--- config.mk ---
export PLATFORM = sky130hd
export DESIGN_NAME = mult_sched_flat
export DESIGN_NICKNAME = d
export VERILOG_FILES = /design/src/rtl/mult_sched_if.sv /design/src/rtl/mult_sched.sv /design/src/flat_wrapper.sv
export SDC_FILE = /design/constraint.sdc
export NUM_CORES = 1
export LEC_CHECK = 0
export ABC_AREA = 1
export ABC_CLOCK_PERIOD_IN_PS = 4700
export BUFFER_PORTS_ARGS = -buffer_cell sky130_fd_sc_hd__buf_2
export CORE_UTILIZATION = 25
export CTS_BUF_LIST = sky130_fd_sc_hd__clkbuf_2 sky130_fd_sc_hd__clkbuf_4 sky130_fd_sc_hd__clkbuf_8
export DETAILED_ROUTE_END_ITERATION = 10
export PLACE_DENSITY = 0.54
export SLEW_MARGIN = 20
export SYNTH_ARGS = -nofsm -noshare
export SYNTH_HDL_FRONTEND = slang
export SYNTH_SLANG_ARGS = --single-unit
--- constraint.sdc ---
create_clock -name clk_i -period 4.7 [get_ports clk_i]
set_input_delay 0.235 -clock clk_i [delete_from_list [all_inputs] [get_ports clk_i]]
set_output_delay 0.235 -clock clk_i [all_outputs]
set_load 0.03 [all_outputs]
--- src/rtl/mult_sched_if.sv ---
`default_nettype none
// +----------------------------------------------------------------------+
// | mult_sched_if: requester operand handshake and tagged result bus      |
// | Rev 1.0                                                              |
// +----------------------------------------------------------------------+
interface mult_sched_if #(
  parameter int N_REQ   = 4,
  parameter int A_WIDTH = 8,
  parameter int B_WIDTH = 8,
  parameter int O_WIDTH = A_WIDTH + B_WIDTH,
  parameter int ID_W    = (N_REQ > 1) ? $clog2(N_REQ) : 1
);
  logic [N_REQ-1:0]         req_valid;
  logic [N_REQ-1:0]         req_ready;
  logic [N_REQ*A_WIDTH-1:0] req_a;
  logic [N_REQ*B_WIDTH-1:0] req_b;
  logic                     res_valid;
  logic [ID_W-1:0]          res_id;
  logic [O_WIDTH-1:0]       res_data;

  modport master (
    output req_valid, req_a, req_b,
    input  req_ready, res_valid, res_id, res_data
  );

  modport slave (
    input  req_valid, req_a, req_b,
    output req_ready, res_valid, res_id, res_data
  );
endinterface
`default_nettype wire

--- src/rtl/mult_sched.sv ---
`default_nettype none
// +----------------------------------------------------------------------+
// | mult_sched: round-robin sharing of one pipelined multiplier with a    |
// | tag pipeline that labels each product with its requester index.      |
// | Rev 1.0                                                              |
// +----------------------------------------------------------------------+
module mult_sched #(
  parameter int N_REQ    = 4,
  parameter int A_WIDTH  = 8,
  parameter int B_WIDTH  = 8,
  parameter int O_WIDTH  = A_WIDTH + B_WIDTH,
  parameter int MULT_LAT = 5,
  parameter int ID_W     = (N_REQ > 1) ? $clog2(N_REQ) : 1
) (
  input  wire logic               clk_i,
  input  wire logic               rst_i,
  input  wire logic               hold_i,
  mult_sched_if.slave             bus,
  output logic                    mult_en_o,
  output logic [A_WIDTH-1:0]      mult_a_o,
  output logic [B_WIDTH-1:0]      mult_b_o,
  input  wire logic [O_WIDTH-1:0] mult_i,
  output logic                    busy_o
);

  localparam int c_STAGES = MULT_LAT + 1;

  logic [ID_W-1:0]    rr_q, rr_d;
  logic [A_WIDTH-1:0] a_q, a_d;
  logic [B_WIDTH-1:0] b_q, b_d;
  logic [c_STAGES-1:0] tag_vld_q;
  logic [ID_W-1:0]    tag_id_q [c_STAGES];

  logic               found;
  logic [ID_W-1:0]    gnt_id;
  logic [N_REQ-1:0]   gnt;
  logic               accept;
  int                 idx;

  // Search upward from the round-robin pointer, wrapping at N_REQ.
  always_comb begin
    found  = 1'b0;
    gnt_id = '0;
    idx    = 0;
    for (int k = 0; k < N_REQ; k++) begin
      idx = int'(rr_q) + k;
      if (idx >= N_REQ) idx = idx - N_REQ;
      if (!found && bus.req_valid[idx[ID_W-1:0]]) begin
        found  = 1'b1;
        gnt_id = idx[ID_W-1:0];
      end
    end
  end

  always_comb begin
    gnt = '0;
    if (found && !hold_i && !rst_i) gnt[gnt_id] = 1'b1;
  end

  assign accept = |gnt;

  always_comb begin
    rr_d = rr_q;
    a_d  = a_q;
    b_d  = b_q;
    if (accept) begin
      a_d  = bus.req_a[gnt_id*A_WIDTH +: A_WIDTH];
      b_d  = bus.req_b[gnt_id*B_WIDTH +: B_WIDTH];
      rr_d = (gnt_id == ID_W'(N_REQ - 1)) ? '0 : gnt_id + 1'b1;
    end
  end

  always_ff @(posedge clk_i) begin
    if (rst_i) begin
      rr_q <= '0;
      a_q  <= '0;
      b_q  <= '0;
    end else begin
      rr_q <= rr_d;
      a_q  <= a_d;
      b_q  <= b_d;
    end
  end

  // Tag stage 0 lines up with the operand register, the rest with the multiplier.
  always_ff @(posedge clk_i) begin
    if (rst_i) begin
      tag_vld_q <= '0;
      for (int s = 0; s < c_STAGES; s++) tag_id_q[s] <= '0;
    end else if (!hold_i) begin
      tag_vld_q   <= {tag_vld_q[c_STAGES-2:0], accept};
      tag_id_q[0] <= accept ? gnt_id : '0;
      for (int s = 1; s < c_STAGES; s++) tag_id_q[s] <= tag_id_q[s-1];
    end
  end

  assign bus.req_ready = gnt;
  assign bus.res_valid = tag_vld_q[c_STAGES-1] & ~hold_i & ~rst_i;
  assign bus.res_id    = tag_id_q[c_STAGES-1];
  assign bus.res_data  = mult_i;

  assign mult_en_o = ~hold_i | rst_i;
  assign mult_a_o  = a_q;
  assign mult_b_o  = b_q;
  assign busy_o    = |tag_vld_q;

endmodule
`default_nettype wire

--- src/flat_wrapper.sv ---
// flat-port wrapper written by rule: the top's interface ports become plain ports
module mult_sched_flat 
#(
  parameter int N_REQ    = 4,
  parameter int A_WIDTH  = 8,
  parameter int B_WIDTH  = 8,
  parameter int O_WIDTH  = A_WIDTH + B_WIDTH,
  parameter int MULT_LAT = 5,
  parameter int ID_W     = (N_REQ > 1) ? $clog2(N_REQ) : 1
)
  (clk_i, rst_i, hold_i, mult_en_o, mult_a_o, mult_b_o, mult_i, busy_o, bus_req_valid, bus_req_a, bus_req_b, bus_req_ready, bus_res_valid, bus_res_id, bus_res_data);
  mult_sched_if #(.N_REQ(N_REQ), .A_WIDTH(A_WIDTH), .B_WIDTH(B_WIDTH), .O_WIDTH(O_WIDTH), .ID_W(ID_W)) bus_i ();
  input  wire logic clk_i;
  input  wire logic rst_i;
  input  wire logic hold_i;
  output logic mult_en_o;
  output logic [A_WIDTH-1:0] mult_a_o;
  output logic [B_WIDTH-1:0] mult_b_o;
  input  wire logic [O_WIDTH-1:0] mult_i;
  output logic busy_o;
  input wire logic [$bits(bus_i.req_valid)-1:0] bus_req_valid;
  input wire logic [$bits(bus_i.req_a)-1:0] bus_req_a;
  input wire logic [$bits(bus_i.req_b)-1:0] bus_req_b;
  output wire logic [$bits(bus_i.req_ready)-1:0] bus_req_ready;
  output wire logic [$bits(bus_i.res_valid)-1:0] bus_res_valid;
  output wire logic [$bits(bus_i.res_id)-1:0] bus_res_id;
  output wire logic [$bits(bus_i.res_data)-1:0] bus_res_data;
  assign bus_i.req_valid = bus_req_valid;
  assign bus_i.req_a = bus_req_a;
  assign bus_i.req_b = bus_req_b;
  assign bus_req_ready = bus_i.req_ready;
  assign bus_res_valid = bus_i.res_valid;
  assign bus_res_id = bus_i.res_id;
  assign bus_res_data = bus_i.res_data;
  mult_sched #(.N_REQ(N_REQ), .A_WIDTH(A_WIDTH), .B_WIDTH(B_WIDTH), .O_WIDTH(O_WIDTH), .MULT_LAT(MULT_LAT), .ID_W(ID_W)) u_core (.clk_i(clk_i), .rst_i(rst_i), .hold_i(hold_i), .bus(bus_i), .mult_en_o(mult_en_o), .mult_a_o(mult_a_o), .mult_b_o(mult_b_o), .mult_i(mult_i), .busy_o(busy_o));
endmodule
Yosys cells after proc, flatten, opt, wreduce, memory -nomap -nowiden
Memories as Yosys holds them, arrays and structs flattened.
Cells that the tools add are included.
{"block": "totals", "ff_bits": 24, "latchBits": 0, "ram_bits": 12, "romBits": 0, "output_inout_bits": 41, "wordCells": 86, "mem_count": 1}
{"block": "op_classes", "addsub": 8, "n_mul": 0, "div_mod_pow": 0, "magnitude_cmp": 10, "n_eq_ne": 1, "n_shift": 2, "muxes": 36, "n_bitwise": 11, "reduce_logical": 13}
{"name": "u_core.tag_id_q", "words": 6, "word_bits": 2, "read_ports": 6, "rd_clocked_by_memory_dff": 0, "write_ports": 6, "line_no": "mult_sched.sv:32", "rtl": "logic [ID_W-1:0] tag_id_q [c_STAGES];"}
{"op": "32-bit by 6-bit variable part select with 8-bit output", "n": 2}
{"op": "2-bit two-way mux", "n": 16}
{"op": "2-bit by 3-bit less-than comparator with 1-bit output, second input constant", "n": 5}
{"op": "1-bit two-way mux", "n": 14}
{"op": "3-bit >= comparator, second input constant", "n": 3}
{"op": "1-bit binary-select mux with 2-bit select", "n": 4}
{"op": "2-bit by 1-bit subtractor with 2-bit output, second input constant", "n": 4}
{"op": "1-bit bitwise OR", "n": 7}
{"op": "2-bit by 2-bit adder with 3-bit output, second input constant", "n": 2}
{"op": "1-bit logical AND", "n": 6}
{"op": "6-bit OR reduction", "n": 1}
{"op": "1-bit zero test", "n": 5}
{"op": "4-bit two-way mux", "n": 1}
{"op": "4-bit OR reduction", "n": 1}
{"op": "2-bit by 1-bit adder with 3-bit output, second input constant", "n": 1}
{"op": "2-bit by 3-bit >= comparator with 1-bit output, second input constant", "n": 1}
{"op": "2-bit by 1-bit adder with 2-bit output, second input constant", "n": 1}
{"op": "1-bit bitwise AND", "n": 2}
{"op": "1-bit demux with 2-bit select", "n": 1}
{"op": "2-bit == test, second input constant", "n": 1}
{"op": "2-bit by 1-bit >= comparator with 1-bit output, second input constant", "n": 1}
{"op": "1-bit NOT", "n": 2}

Logic depth before layout (Yosys ltp)
Gate-level depths: netlist (run 1).
{"block": "logic_depth", "depth_word": 22, "ltp_mapped": 16, "ltp_nobuf": 14}

Worst setup path before layout (run 1)
Ideal clock, no wire load.
{"block": "synth_path", "kind": "reg2reg", "start": "reg u_core.rr_q[0]", "end": "mem u_core.tag_id_q[0][1] in the netlist's numbering (data pin)", "arrival_time_ns": 2.066, "path_slack_ns": 2.375, "path_stages_with_launch": 14, "path_buffers": 3, "cell_sequence": "dfxtp_1 > buf_6 > nand2_2 > nand3_1 > nand2_2 > nor2_4 > nand3_1 > nand2_4 > nand2_4 > buf_4 > ha_1 > o211ai_2 > buf_2 > a21oi_1"}
{"element": "start: declaration", "line_no": "mult_sched.sv:28", "rtl": "logic [ID_W-1:0] rr_q, rr_d;"}
{"element": "start signal: assignment", "line_no": "mult_sched.sv:79", "rtl": "rr_q <= rr_d;"}
{"element": "end: declaration", "line_no": "mult_sched.sv:32"}

Worst setup path in the final report (run 1)
{"block": "layout_path", "start": "reg u_core.rr_q[0]", "end": "reg u_core.rr_q[0]"}
{"block": "layout_via", "elab_chain_len": 20, "elab_cells_between_ends": 49, "cone_classes": "8 x add/sub; 6 x order compare; 1 x eq/ne; 24 x mux; 10 x reduce/logical"}
{"element": "branches (longest 20 deep; another with 2-bit by 1-bit adder with 3-bit output)"}
Parallel ways; which one is timed is not known. The select of a mux whose other input is x is not followed.
A chain may end at the register's enable or synchronous reset.

==> results by group, run 1 <==
Status
  • Status: completed

Worst setup path
  • Reg-to-reg slack, setup: 1280 ps
  • CP Launch Type: flop
  • CP required: 4880 ps
  • Max FO, Critical Path: 35
  • Arrival time worst endpoint: 3600 ps
  • Crit Path Category: reg2reg
  • CP endpoint kind: flop

Timing
  • Slew margin rel.: 50.1%
  • Slew Viols, Final: 0
  • # setup viols final: 0
  • Total negative slack: 0 ps
  • Worst hold slack: 184 ps
  • Final hold vios: 0
  • Fmax: 292 MHz
  • Fin crit period: 3420 ps
  • Slew @ Worst Pin: 746 ps
  • Fin crit share: 72.8%
  • Final Skew: 7.68 ps
  • RSZ-0062 raised after global routing: no

Die
  • Row Count: 36
  • Die ar.: 10,500 µm²
  • CORE AREA: 9770 µm²
  • Initial Utilization: 25.9%
  • IO Pins: 128
  • Die X: 103 µm
  • Die height: 103 µm

Synth
  • Number of flops mapped to enable cells by yosys: 12
  • Ys Warns: 0
  • Cell accounting for the most synthesized area: dfxtp_1
  • FFs w/ async S/R, synth: 0%
  • Most frequent cell after synthesis: nand2_1
  • Top cell type's share of synthesized area: 19.0%
  • Seq cells post-synth: 36
  • Top cells by area, synth: dfxtp_1, nand3_1, nand2_1
  • Syn avg cell area: 6.84 µm²
  • Post-synth cell types: 25
  • Cell count after synthesis: 370
  • Sequential area share after synthesis: 33.2%
  • Top FF cell, synth: dfxtp_1
  • Post-Syn Nets: 459
  • Cell area after synthesis: 2530 µm²
  • Top cells by instance count after synthesis: nand2_1, nand3_1, inv_1

Clock network
  • CTS Buf Count: 5
  • CTS tree: built
  • Clk pin slew, worst setup/hold paths: 70 ps
  • Max Root-Sink Buffers: 2
  • Hold_buf cts: 0
  • H-tree depth: 2
  • Clock root cell: clkbuf_8
  • Setup Buffers After CTS: 0
  • CTS sink cnt: 36
  • Post-cts sizing count: 0
  • Clock Latency Late Sink: 290 ps

Drt
  • Routed Antenna Nets: 0
  • Detailed Routing Iterations Pass 1: 6
  • Via Count: 2,517
  • DRT iter0 DRCs: 122
  • Residual DRC: 0
  • Vias per cell: 4.42
  • Routed WL per cell: 12.0 µm
  • Highest routed layer: met4
  • Wl on met1: 2990 µm
  • Post-Route WL: 6850 µm
  • DR WL met3: 450 µm
  • Routed wl met2: 3180 µm

GRT
  • Number of global-route vias before repair: 2,368
  • Largest net degree at the start of global routing: 36
  • First-pass GRT wire length: 10,800 µm
  • Initial antenna violation count: 0
  • Aggregate global-route resource usage: 13.1%
  • Grt total ovfl: 0

Placed design
  • Placer's final routability congestion estimate: 0.913
  • IO Port Bufs: 95
  • DP HPWL: 5150 µm

Pwr
  • Peak VDD IR: 316 µV
  • Lkg Pwr: 1.53 nW
  • PD cells: 706 nW/µm²

Layout
  • Total Nets Final: 525
  • Diode count: 0
  • Area delta synth->final: 18.5%
  • Share of layout cells above drive strength 1: 30.7%

Run
  • Max-Cap Viols: 0

Worst hold path
  • Class of the worst hold path: in2reg
[registers in the layout, indices dropped and copies added, names as in the netlist]
register / count
u_core.tag_id_q: 12
u_core.mult_a_o: 8
u_core.mult_b_o: 8
u_core.tag_vld_q: 6
u_core.rr_q: 2
[layer usage]
layer  up-vias  track usage (%)
li1       1307                -
met1      1099             16.0
met2        85             21.4
met3        26             3.86
met4         0             5.60
met5         -                0
[final cells by class]
type / instances / area, µm²
Clock buffer: 6 / 82.6
Clock inverter: 2 / 10.0
Fill cell: 1104 / 6780
Inverter: 47 / 176
Multi-Input combinational cell: 250 / 1240
Sequential cell: 36 / 841
Tap cell: 133 / 166
Timing Repair Buffer: 96 / 483
[critical path, stage by stage (launching register included)]
cell and delay [ps]:
dfxtp_1 590, inv_2 150, nand2_1 110, nand3_1 110, nand2_2 130, a21oi_1 60, nand2_2 490, nand2_4 350
ha_1 350, o211ai_2 280, buf_4 290, nand2_4 210, nand2_1 110, a21oi_1 70
[through the flow]
step	setup slack (ps)	instance area (µm²)	power, mW	utilization (%)	std cells
floorplan	2380	2530	1.71	-	370
global placement	1420	2910	1.89	29.7	562
detailed placement	1290	2910	1.91	29.7	562
CTS	1270	3000	2.14	30.7	570
global route	934	3000	2.33	30.7	570
finish	1280	3000	2.12	30.7	570
[cell families (layout without fill, tap and decap cells)]
kind of cell	count (synthesis)	count (layout)	share of synthesized area, %
compound gates	28	28	8.11
fa+ha+maj	2	2	0.988
buf+inv	84	151	17.8
flops	36	36	33.2
simple gates	220	220	39.9
[cell usage in the layout (no fill, tap or decap), drive strengths merged, types with 5 or more instances in the layout]
cell type,instances
a21oi,20
buf,96
clkbuf,6
dfxtp,24
edfxtp,12
inv,46
nand2,105
nand3,93
nor2,21
o22ai,5
[worst paths after layout]
path                                       to                        startpoint  cells past startpoint
min               u_core.rr_q[1]$_SDFFE_PP0P_                             rst_i                      2
max               u_core.rr_q[0]$_SDFFE_PP0P_       u_core.rr_q[0]$_SDFFE_PP0P_                     13
min reg2reg  u_core.tag_vld_q[5]$_SDFFE_PP0N_  u_core.tag_vld_q[4]$_SDFFE_PP0N_                      2
max reg2reg       u_core.rr_q[0]$_SDFFE_PP0P_       u_core.rr_q[0]$_SDFFE_PP0P_                     13
[report_power, final]
| part | internal (mW) | switching, mW | total (mW) | leakage (nW) |
|---|---|---|---|---|
| registers | 0.402 | 0.0479 | 0.450 | 0.330 |
| logic | 0.432 | 1.01 | 1.44 | 1.15 |
| clock network | 0.117 | 0.111 | 0.228 | 0.0510 |
Power figures use the tool's default switching activity.
==> run 2, diff against run 1 <==
ABC_AREA = 0   (was 1)
ABC_CLOCK_PERIOD_IN_PS = 2700   (was 4700)
PLACE_DENSITY = 0.58   (was 0.54)
clock period = 2.7 ns   (was 4.7 ns; I/O delays follow)
==> run 2 against run 1 <==
Against the previous run:
- global-route usage is essentially flat
- total power shrank 26%
- first-iteration DRC count shrank 28%
- core utilization up 1.8 points
- sequential share of layout area grew 3.5 points
- final cell count down 31%
- worst hold slack improved by 3.4 ps
- non-clock buffer count is 5 higher
- sequential power is 45% higher
- via count shrank 24%
- register-to-register slack got worse by 900 ps
- critical path type unchanged
- critical endpoint is now u_core.mult_b_o[0]$_SDFFE_PP0P_
==> results by group, run 2 <==
Layout
  • Share of layout cells above drive strength 1: 46.2% (+16 points)
  • Largest Register: u_core.tag_id_q
  • Max reg flops: 12 (unchanged)
  • Diode count: 0 (unchanged)
  • Most frequent cells in the layout: buf_2, dfxtp_1, o21ai_0
  • Multi-input logic area: 1070 µm² (-14%)
  • Layout filler cell count: 862 (-22%)
  • Most common cell after layout, fill and taps aside: buf_2
  • Final Cell Area: 2670 µm² (-11%)
  • Core Util, Final: 32.5% (+1.8 points)
  • Total Nets Final: 378 (-28%)
  • Area delta synth->final: 25.5%
  • Register area: 841 µm² (unchanged)
  • Fin cells: 395 (-31%)

Drt
  • Routed Antenna Nets: 0 (unchanged)
  • Vias per cell: 4.82 (+9.2%)
  • Residual DRC: 0 (unchanged)
  • Routed WL per cell: 14.6 µm (+21%)
  • DRT iter0 DRCs: 88 (-28%)
  • Via Count: 1,904 (-24%)
  • Post-Route WL: 5750 µm (-16%)
  • Detailed Routing Iterations Pass 1: 4 (-2)

Worst hold path
  • Class of the worst hold path: in2reg

Timing
  • Fmax: 431 MHz (+47%)
  • Slew Viols, Final: 0 (unchanged)
  • Total negative slack: 0 ps (unchanged)
  • Fin crit period: 2320 ps (-1100 ps)
  • # setup viols final: 0 (unchanged)
  • RSZ-0062 raised after global routing: no
  • Slew margin rel.: 59.5% (+9.3 points)
  • Final Skew: 9.88 ps (+2.20 ps)
  • Fin crit share: 86.0% (+13 points)
  • Final hold vios: 0 (unchanged)
  • Slew @ Worst Pin: 608 ps (-138 ps)

Die
  • Die X: 94.2 µm (-8.2%)
  • IO Pins: 128 (unchanged)
  • Row Count: 33 (-8.3%)
  • Initial Utilization: 25.9% (about the same)
  • Die ar.: 8880 µm² (-16%)
  • Die height: 94.2 µm (-8.2%)
  • CORE AREA: 8220 µm² (-16%)

Clock network
  • CTS Buf Count: 5 (unchanged)
  • Setup Buffers After CTS: 0 (unchanged)
  • Hold_buf cts: 0 (unchanged)
  • CTS sink cnt: 36 (unchanged)
  • Clock root cell: clkbuf_8
  • CTS tree: built
  • H-tree depth: 2 (unchanged)
  • Max Root-Sink Buffers: 2 (unchanged)
  • Clk pin slew, worst setup/hold paths: 80 ps (about the same)
  • Post-cts sizing count: 0 (unchanged)
  • Clock Latency Late Sink: 290 ps (about the same)

Synth
  • Top cell type's share of synthesized area: 22.6% (+3.6 points)
  • Sequential area share after synthesis: 39.5% (+6.3 points)
  • Top FF cell, synth: dfxtp_1
  • Ys Warns: 0 (unchanged)
  • Number of flops mapped to enable cells by yosys: 12 (unchanged)
  • Post-synth cell types: 38 (+52%)
  • Cell accounting for the most synthesized area: dfxtp_1
  • Top cells by area, synth: dfxtp_1, edfxtp_1, a221o_1
  • Seq cells post-synth: 36 (unchanged)
  • Most frequent cell after synthesis: dfxtp_1
  • Cell count after synthesis: 211 (-43%)
  • Cell area after synthesis: 2130 µm² (-16%)
  • FFs w/ async S/R, synth: 0% (unchanged)
  • Top cells by instance count after synthesis: dfxtp_1, buf_4, o21ai_0
  • Post-Syn Nets: 300 (-35%)
  • Syn avg cell area: 10.1 µm² (+47%)

GRT
  • Grt total ovfl: 0 (unchanged)
  • Largest net degree at the start of global routing: 21 (-42%)
  • Number of global-route vias before repair: 1,743 (-26%)
  • Initial antenna violation count: 0 (unchanged)
  • First-pass GRT wire length: 8820 µm (-19%)
  • Aggregate global-route resource usage: 13.1% (-0.045 points)

Worst setup path
  • Crit path max-delay cell type: dfxtp_1
  • CP Launch Type: flop
  • Crit Path Category: reg2reg
  • CP required: 2880 ps (-2000 ps)
  • Crit-path cells: mux2i_1, nor2_1, nor3_1, inv_1, ha_1, nor2_1, nor4_4, o31ai_2, buf_4, a21oi_1, a221o_1
  • Most used cell, CP: nor2_1
  • Worst Path Buf+Inv: 2 (unchanged)
  • CP endpoint kind: flop
  • Crit-path max cell delay: 400 ps (-190 ps)
  • Max FO, Critical Path: 16 (-54%)
  • CP delay by family, top: simple AND/OR/NAND/NOR gates
  • Arrival time worst endpoint: 2500 ps (-1100 ps)

Placed design
  • Cells after DPL: 387 (-31%)
  • Placer's final routability congestion estimate: 0.775 (-15%)
  • IO Port Bufs: 95 (unchanged)
  • Placed cell areas: 2580 µm² (-11%)
  • DP HPWL: 4160 µm (-19%)

Pwr
  • Peak VDD IR: 159 µV (-50%)
  • PD cells: 585 nW/µm² (-17%)
  • Lkg Pwr: 1.20 nW (-22%)

Status
  • Status: completed

Run
  • Max-Cap Viols: 0 (unchanged)
run 2: worst reg2reg max path: stages (launching register included):
cell and delay, ps:
dfxtp_1 400, mux2i_1 210, nor2_1 110, nor3_1 220, inv_1 100, ha_1 230, nor2_1 190, nor4_4 80
o31ai_2 80, buf_4 260, a21oi_1 70, a221o_1 270
run 2: final timing paths:
path / end / slack, ps / cells past startpoint / startpoint
worst max-delay path: u_core.mult_b_o[0]$_SDFFE_PP0P_ / 380 / 11 / u_core.rr_q[1]$_SDFFE_PP0P_
worst min-delay path: u_core.mult_b_o[2]$_SDFFE_PP0P_ / 190 / 3 / bus_req_b[26]
worst max register to register: u_core.mult_b_o[0]$_SDFFE_PP0P_ / 380 / 11 / u_core.rr_q[1]$_SDFFE_PP0P_
worst min register to register: u_core.mult_b_o[4]$_SDFFE_PP0P_ / 490 / 1 / u_core.mult_b_o[4]$_SDFFE_PP0P_
run 2: cells by family after synthesis:
| family | after synthesis | synth area share, % |
|---|---|---|
| AO/OA/AOI/OAI | 56 | 19.1 |
| flip-flops | 36 | 39.5 |
| multiplexers | 23 | 11.8 |
| buffers and inverters | 34 | 10.1 |
| AND/OR/NAND/NOR | 60 | 18.2 |
| adder cells (fa/ha/maj) | 2 | 1.18 |
run 2: layout make-up:
cell class              count  area share, %
multi-input cells         141           40.1
flip-flops and latches     36           31.5
repair buffers            101           19.5
inverters                   4          0.656
well taps                 105           4.92
clock buffers               5           2.58
clock inverters             3          0.703
run 2: layer usage:
layer	track usage (%)	routed length [µm]	up-vias
li1	-	-	918
met1	16.1	2440	886
met2	21.6	2760	90
met3	3.64	471	10
met4	4.62	79	0
met5	0	0	-
run 2: stage by stage:
stage | total power [mW] | worst slack (ps) | hold slack [ps]
2_1_floorplan | 1.06 | 462 | 342
3_3_place_gp | 1.19 | 458 | 270
3_5_place_dp | 1.19 | 373 | 270
4_1_cts | 1.58 | 363 | 173
5_1_grt | 1.65 | 147 | 185
6_report | 1.56 | 378 | 187
run 2: where the power goes:
| part | internal (mW) | switching (mW) | total [mW] |
|---|---|---|---|
| Sequential | 0.619 | 0.0323 | 0.651 |
| Clock | 0.180 | 0.206 | 0.386 |
| Combinational | 0.209 | 0.313 | 0.523 |
